==> config.mk <==
export PLATFORM = sky130hd
export DESIGN_NAME = icache_refill_flat
export DESIGN_NICKNAME = d
export VERILOG_FILES = /design/src/rtl/icache_pkg.sv /design/src/rtl/icache_refill_if.sv /design/src/rtl/icache_line_array.sv /design/src/rtl/icache_refill.sv /design/src/flat_wrapper.sv
export SDC_FILE = /design/constraint.sdc
export NUM_CORES = 2
export LEC_CHECK = 0
export ABC_AREA = 0
export CELL_PAD_IN_SITES_DETAIL_PLACEMENT = 2
export CELL_PAD_IN_SITES_GLOBAL_PLACEMENT = 2
export CORE_MARGIN = 1
export CORE_UTILIZATION = 40
export DETAILED_ROUTE_END_ITERATION = 16
export PLACE_DENSITY = 0.66
export SYNTH_ARGS = -nofsm -noshare
export SYNTH_HDL_FRONTEND = slang
export SYNTH_HIERARCHICAL = 1
export SYNTH_MEMORY_MAX_BITS = 65536
export SYNTH_SLANG_ARGS = --single-unit
==> constraint.sdc <==
create_clock -name clk -period 30.5 [get_ports clk]
set_input_delay 4.575 -clock clk [delete_from_list [all_inputs] [get_ports clk]]
set_output_delay 4.575 -clock clk [all_outputs]
set_load 0.01 [all_outputs]
==> src/rtl/icache_pkg.sv <==
// icache_pkg
//   Shared constants and types for the instruction cache refill block:
//   default geometry, bus widths, FSM state encoding and a tag-width helper.
package icache_pkg;

  localparam int ADDR_W    = 32;
  localparam int DATA_W    = 32;
  localparam int LINES_DEF = 16;
  localparam int WORDS_DEF = 8;
  localparam int CNT_W_DEF = 16;

  typedef enum logic [1:0] {
    ST_IDLE = 2'd0,
    ST_REQ  = 2'd1,
    ST_FILL = 2'd2,
    ST_DONE = 2'd3
  } state_t;

  // Tag bits left over once the word offset and line index are removed.
  function automatic int tag_width(input int lines, input int words);
    return ADDR_W - $clog2(lines) - $clog2(words);
  endfunction

endpackage

==> src/rtl/icache_refill_if.sv <==
// icache_mem_if
//   Line-refill bus between the instruction cache (master) and backing
//   memory (slave).
//   req    : line read request, held until ack
//   addr   : line-aligned word address
//   ack    : request accepted
//   rvalid : one data beat on rdata
//   rdata  : refill word, ascending offset order
interface icache_mem_if;
  import icache_pkg::*;

  logic              req;
  logic [ADDR_W-1:0] addr;
  logic              ack;
  logic              rvalid;
  logic [DATA_W-1:0] rdata;

  modport master (output req, output addr, input ack, input rvalid, input rdata);
  modport slave  (input req, input addr, output ack, output rvalid, output rdata);

endinterface

==> src/rtl/icache_line_array.sv <==
// icache_line_array
//   Valid/tag/data storage for a direct-mapped cache.
//   clk, reset : clock, async active-high reset (clears valid bits only)
//   clr        : clear all valid bits on the next edge
//   we         : write one full line (data, tag, valid) at wr_index
//   rd_index   : combinational read of valid/tag/line
module icache_line_array
  import icache_pkg::*;
#(
  parameter int LINES   = LINES_DEF,
  parameter int WORDS   = WORDS_DEF,
  parameter int INDEX_W = $clog2(LINES),
  parameter int TAG_W   = tag_width(LINES, WORDS)
) (
  input  logic                          clk,
  input  logic                          reset,
  input  logic                          clr,
  input  logic                          we,
  input  logic [INDEX_W-1:0]            wr_index,
  input  logic [TAG_W-1:0]              wr_tag,
  input  logic                          wr_valid,
  input  logic [WORDS-1:0][DATA_W-1:0]  wr_line,
  input  logic [INDEX_W-1:0]            rd_index,
  output logic                          rd_valid,
  output logic [TAG_W-1:0]              rd_tag,
  output logic [WORDS-1:0][DATA_W-1:0]  rd_line
);

  logic [LINES-1:0]               valid_q;
  logic [TAG_W-1:0]               tag_q  [LINES];
  logic [WORDS-1:0][DATA_W-1:0]   data_q [LINES];

  // clr wins over a same-cycle line write, so an invalidate racing the
  // final write still leaves the line invalid.
  always_ff @(posedge clk or posedge reset) begin
    if (reset) begin
      valid_q <= '0;
    end else if (clr) begin
      valid_q <= '0;
    end else if (we) begin
      valid_q[wr_index] <= wr_valid;
    end
  end

  always_ff @(posedge clk) begin
    if (we) begin
      tag_q[wr_index]  <= wr_tag;
      data_q[wr_index] <= wr_line;
    end
  end

  assign rd_valid = valid_q[rd_index];
  assign rd_tag   = tag_q[rd_index];
  assign rd_line  = data_q[rd_index];

endmodule

==> src/rtl/icache_refill.sv <==
// icache_refill
//   Direct-mapped instruction cache with miss/refill FSM feeding the IF stage.
//   clk, reset     : clock, async active-high reset
//   pc_addr        : word address of fetch
//   fetch_en       : lookup request this cycle
//   invalidate     : clear all valid bits (fence.i)
//   inst/inst_valid: hit data, zero-latency, 0 when not valid
//   stall          : hold PC and IF_ID
//   mem            : line refill bus (master side)
//   miss_cnt       : saturating miss count
//
//   state   | meaning
//   IDLE    | lookups active, a miss latches the line address
//   REQ     | mem.req high with stable address, waiting for ack
//   FILL    | collecting WORDS beats into the line buffer
//   DONE    | write buffer/tag into the array, then back to IDLE
module icache_refill
  import icache_pkg::*;
#(
  parameter int LINES = LINES_DEF,
  parameter int WORDS = WORDS_DEF,
  parameter int CNT_W = CNT_W_DEF
) (
  input  logic               clk,
  input  logic               reset,
  input  logic [ADDR_W-1:0]  pc_addr,
  input  logic               fetch_en,
  input  logic               invalidate,
  output logic [DATA_W-1:0]  inst,
  output logic               inst_valid,
  output logic               stall,
  icache_mem_if.master       mem,
  output logic [CNT_W-1:0]   miss_cnt
);

  localparam int OFFSET_W = $clog2(WORDS);
  localparam int INDEX_W  = $clog2(LINES);
  localparam int TAG_W    = tag_width(LINES, WORDS);

  state_t                        state;
  logic [OFFSET_W-1:0]           beat;
  logic [WORDS-1:0][DATA_W-1:0]  line_buf;
  logic [ADDR_W-1:0]             miss_addr;
  logic                          inval_pending;
  logic                          mem_req_q;

  logic [OFFSET_W-1:0]           pc_offset;
  logic [INDEX_W-1:0]            pc_index;
  logic [TAG_W-1:0]              pc_tag;
  logic                          rd_valid;
  logic [TAG_W-1:0]              rd_tag;
  logic [WORDS-1:0][DATA_W-1:0]  rd_line;
  logic                          hit;
  logic                          miss;

  assign pc_offset = pc_addr[OFFSET_W-1:0];
  assign pc_index  = pc_addr[OFFSET_W +: INDEX_W];
  assign pc_tag    = pc_addr[ADDR_W-1 -: TAG_W];

  icache_line_array #(
    .LINES   (LINES),
    .WORDS   (WORDS),
    .INDEX_W (INDEX_W),
    .TAG_W   (TAG_W)
  ) u_array (
    .clk      (clk),
    .reset    (reset),
    .clr      (invalidate),
    .we       (state == ST_DONE),
    .wr_index (miss_addr[OFFSET_W +: INDEX_W]),
    .wr_tag   (miss_addr[ADDR_W-1 -: TAG_W]),
    .wr_valid (~inval_pending & ~invalidate),
    .wr_line  (line_buf),
    .rd_index (pc_index),
    .rd_valid (rd_valid),
    .rd_tag   (rd_tag),
    .rd_line  (rd_line)
  );

  // Lookup is combinational so a hit costs no extra cycle; it only counts
  // in IDLE since the array may be mid-update otherwise.
  assign hit        = fetch_en & rd_valid & (rd_tag == pc_tag) & (state == ST_IDLE);
  assign miss       = fetch_en & ~hit & (state == ST_IDLE);
  assign inst_valid = hit;
  assign inst       = hit ? rd_line[pc_offset] : '0;
  assign stall      = (fetch_en & ~hit) | (state != ST_IDLE);

  assign mem.req  = mem_req_q;
  assign mem.addr = miss_addr;

  always_ff @(posedge clk or posedge reset) begin
    if (reset) begin
      state         <= ST_IDLE;
      beat          <= '0;
      line_buf      <= '0;
      miss_addr     <= '0;
      miss_cnt      <= '0;
      inval_pending <= 1'b0;
      mem_req_q     <= 1'b0;
    end else begin
      case (state)
        ST_IDLE: begin
          if (miss) begin
            miss_addr <= {pc_addr[ADDR_W-1:OFFSET_W], {OFFSET_W{1'b0}}};
            if (miss_cnt != '1) miss_cnt <= miss_cnt + CNT_W'(1);
            mem_req_q <= 1'b1;
            state     <= ST_REQ;
          end
        end
        ST_REQ: begin
          if (invalidate) inval_pending <= 1'b1;
          if (mem.ack) begin
            mem_req_q <= 1'b0;
            beat      <= '0;
            state     <= ST_FILL;
          end
        end
        ST_FILL: begin
          if (invalidate) inval_pending <= 1'b1;
          if (mem.rvalid) begin
            line_buf[beat] <= mem.rdata;
            beat           <= beat + OFFSET_W'(1);
            if (beat == OFFSET_W'(WORDS - 1)) state <= ST_DONE;
          end
        end
        ST_DONE: begin
          inval_pending <= 1'b0;
          state         <= ST_IDLE;
        end
        default: state <= ST_IDLE;
      endcase
    end
  end

endmodule
==> src/flat_wrapper.sv <==
// flat-port wrapper written by rule: the top's interface ports become plain ports
module icache_refill_flat import icache_pkg::*;
#(
  parameter int LINES = LINES_DEF,
  parameter int WORDS = WORDS_DEF,
  parameter int CNT_W = CNT_W_DEF
)
  (clk, reset, pc_addr, fetch_en, invalidate, inst, inst_valid, stall, miss_cnt, mem_req, mem_addr, mem_ack, mem_rvalid, mem_rdata);
  icache_mem_if mem_i ();
  input  logic clk;
  input  logic reset;
  input  logic [ADDR_W-1:0] pc_addr;
  input  logic fetch_en;
  input  logic invalidate;
  output logic [DATA_W-1:0] inst;
  output logic inst_valid;
  output logic stall;
  output logic [CNT_W-1:0] miss_cnt;
  output wire logic [$bits(mem_i.req)-1:0] mem_req;
  output wire logic [$bits(mem_i.addr)-1:0] mem_addr;
  input wire logic [$bits(mem_i.ack)-1:0] mem_ack;
  input wire logic [$bits(mem_i.rvalid)-1:0] mem_rvalid;
  input wire logic [$bits(mem_i.rdata)-1:0] mem_rdata;
  assign mem_req = mem_i.req;
  assign mem_addr = mem_i.addr;
  assign mem_i.ack = mem_ack;
  assign mem_i.rvalid = mem_rvalid;
  assign mem_i.rdata = mem_rdata;
  icache_refill #(.LINES(LINES), .WORDS(WORDS), .CNT_W(CNT_W)) u_core (.clk(clk), .reset(reset), .pc_addr(pc_addr), .fetch_en(fetch_en), .invalidate(invalidate), .inst(inst), .inst_valid(inst_valid), .stall(stall), .mem(mem_i), .miss_cnt(miss_cnt));
endmodule
==> results.cfg <==
[timing]
slew_headroom = 0.122
rsz0062_at_grt = false
worst_pin_slew_ns = 1.32
finalCritPeriodShare = 0.554
timing.final.ws_setup_ns = 13.61
slew_viol_final = 0
hold_violations = 0
fmax_ghz = 0.0592
skew_ns = 0.0505
setup-violations-final = 0
finalCriticalPeriod_ns = 16.89
setup_tns_ns = 0

[hold_path]
hp-class = reg -> reg
whs_path_depth = 1
holdPathEnd = u_core/miss_cnt[15]
min-delay-start = u_core/miss_cnt[15]

[global_route]
use_met1 = 0.332
grt_util_met2 = 0.437
gr-usage-met3 = 0.0327
grtUsageTotal = 0.251
grt_pass1_vias = 100000
grt_pass1_wl_mm = 816
grt_max_degree = 124
grt.busiest_layer = met2
antenna_found_initial = 29
grt_overflow_total = 0

[routing]
avgViaCountPerCell = 6.14
drtIter0Drc = 9250
routedWlPerCell_um = 39.0
drtPass1Iterations = 6
routed_wl_mm = 586
vias = 92200
drc = 0
postRouteAntennaNets = 0

[worst_setup_path]
worst_setup_path_end_kind = output pin
path_class = in -> out
cp_slowest_cell = buf_4
crit_top_cell = buf_4
cp-start-kind = input port
reg2reg_from = u_core/state[1]
critPathMaxFanout = 71
cp_num_buf_inv = 8
slowest_delay_ns = 0.89
regToRegEndpoint = u_core/u_array/data_q[15][171]
critPathRequiredTime_ns = 25.93
rr_worst_depth = 7
reg2reg_slack_ns = 25.25
crit_family = buffers and inverters
cp_cell_sequence = buf_16, buf_4, buf_12, buf_4, buf_4, buf_4, buf_4, mux4_2, a22oi_1, nand2_1, mux4_2, mux2i_1, nor2_1, clkdlybuf4s50_1
cp_data_arrival_time_ns = 12.31

[synthesis]
syn_avg_cell_area_um2 = 22.4
synth_top_area_share = 0.737
synth_area_um2 = 183000
synth_seq_area_share = 0.781
synth_top_flop_cell = edfxtp_1
netlist_instances = 8177
ys_ff_latch = 4820
synth_area_leaders = edfxtp_1 74%, mux4_2 13%, dfrtp_1 4.4%
ys_types = 49
synth_warnings = 6
synth_edf_count = 4496
synthArstFlopShare = 0.0672
synth_area_leader_cell = edfxtp_1

[power]
irDropWorstVdd_mv = 0.0591
p_per_area_nw_per_um2 = 79.1
p_comb_frac = 0.081
swShare = 0.254
clockPowerShare = 0.375
p_total_mw = 16.5
p_leak_nw = 69.9
power.internal_mw = 12.3
p_seq_frac = 0.544
switchingPower_mw = 4.19

[clocking]
clockRootBuffer = clkbuf_16
cts_setup_buffers = 0
cts_tree = done
clkTransAtPathRegs_ns = 0.06
cts_hold_buffers = 0
post_cts_resize_count = 0
clockBufferDepth = 4
htree_levels = 5
cts_made_buffers = 483
clkSinkCount = 4820
clk_latency_ns = 1.03

[die]
initial_core_util = 0.402
pin_count = 153
dieArea_um2 = 461000
core_area_um2 = 456000
num_rows = 248
dieWidth_um = 679
die_h_um = 679

[finish]
area_delta_synth_final_pct = 13.7
drive_gt1_frac = 0.261
finalNonFillerCells = 15000
fin_area_um2 = 208000
fill_cells = 40500
nets = 8668

[place]
place_inst = 14100
port_buffers = 149
dp_hpwl_mm = 301
place.gp.congestion = 0.735
placed_cell_area_um2 = 192000
post-place-ws_ns = 13.35

[flow_run]
drv_cap = 0

[outcome]
status = finished, final reports clean
[metrics by stage]
step | hold WS [ns] | util
final | 0.508 | 0.457
after global routing | 0.528 | 0.457
after CTS | 0.511 | 0.457
after detailed placement | 0.500 | 0.421
after global placement | 0.497 | 0.421
after floorplan | 0.481 | -
[cells by family after synthesis]
family / count (synthesis) / synth area share
mux: 1660 / 0.164
flops: 4820 / 0.781
other cells: 1 / 0.0000205
fa+ha+maj: 7 / 0.000478
compound gates: 670 / 0.0264
simple gates: 510 / 0.0121
buf+inv: 469 / 0.0134
xor+xnor: 40 / 0.00191
[layer usage]
layer / wire length [um] / vias to the layer above
met5: 72 / -
met4: 16700 / 10
met3: 34300 / 842
met2: 299000 / 3764
met1: 236000 / 52300
li1: - / 35400
[Yosys cell counts (2+ instances only)]
master,count
nor2b_1,8
mux2_1,10
ha_1,7
xnor2_1,8
a21oi_1,12
nor4_1,8
edfxtp_1,4496
and2_1,4
nand3_1,81
buf_4,41
nor3b_1,3
clkbuf_1,141
mux2_2,278
a22oi_1,523
nand3b_1,3
o22ai_1,115
mux2i_1,322
xor2_1,32
inv_1,8
buf_1,46
nor4_2,3
nand4_1,5
dfrtp_1,324
a22o_1,3
or3b_2,2
buf_6,40
buf_2,192
nand2_1,251
nor4b_1,2
nor3_1,5
and3_4,2
nand2b_1,6
mux4_2,1050
or2_2,2
o21ai_0,13
nand4b_1,2
nor2_1,117
[how the worst max path moves through the flow]
stage                     slack, ns  depth (start not counted)                        end            start
after floorplan                7.51                          5  u_core/u_array/valid_q[1]  u_core/state[0]
final                         13.61                         14                    inst[8]       pc_addr[3]
after CTS                     13.30                         14                    inst[8]       pc_addr[3]
after detailed placement      13.35                         14                    inst[8]       pc_addr[3]
after global placement        13.39                         14                    inst[8]       pc_addr[3]
after global routing          12.88                         14                    inst[8]       pc_addr[3]
[state kept, by name, summed over array words and instances (netlist names)]
register                count
u_core/inval_pending        1
u_core/state                2
u_core/u_array/data_q    4096
u_core/u_array/valid_q     16
u_core/beat                 3
u_core/mem.req              1
u_core/line_buf           256
u_core/mem.addr            29
u_core/miss_cnt            16
u_core/u_array/tag_q      400
[power groups by stage]
stage          Sequential, mW  Clock, mW  Combinational, mW
2_1_floorplan            8.96          0              0.722
3_3_place_gp             8.93          0               1.27
3_5_place_dp             9.09          0               1.32
4_1_cts                  8.97       6.28               1.34
5_1_grt                  9.04       6.47               1.37
6_report                 8.96       6.18               1.33
[worst register-to-register path, stage by stage (launching register included)]
cell and delay, ns:
dfrtp_1 0.41, ha_1 0.33, nand3_1 0.41, nor2_4 0.20, buf_4 0.62, buf_4 0.81, buf_4 1.02, buf_4 0.98
[cells in the final DEF, fill, tap and decap left out, types with 12 or more instances in the layout]
| cell | count |
|---|---|
| a21oi_1 | 12 |
| a22oi_1 | 523 |
| buf_12 | 15 |
| buf_4 | 226 |
| bufinv_16 | 50 |
| clkbuf_1 | 144 |
| clkbuf_16 | 489 |
| clkbuf_8 | 70 |
| clkdlybuf4s50_1 | 142 |
| clkinv_1 | 41 |
| clkinv_2 | 87 |
| dfrtp_1 | 324 |
| edfxtp_1 | 4496 |
| inv_6 | 12 |
| mux2_2 | 278 |
| mux2i_1 | 318 |
| mux4_2 | 1050 |
| nand2_1 | 250 |
| nand3_1 | 81 |
| nor2_1 | 99 |
| nor2_4 | 18 |
| o21ai_0 | 12 |
| o22ai_1 | 115 |
| xor2_1 | 32 |
[cell type report]
type / instances / area [um^2] / area share
well taps: 6000 / 7510 / 0.0360
inverters: 8 / 37.5 / 0.000180
diodes: 7 / 17.5 / 0.0000841
flip-flops and latches: 4820 / 143000 / 0.687
multi-input cells: 2890 / 37900 / 0.182
clock buffers: 702 / 13700 / 0.0659
repair buffers: 388 / 3500 / 0.0168
clock inverters: 212 / 2480 / 0.0119
(Power assumes the default switching activity.)
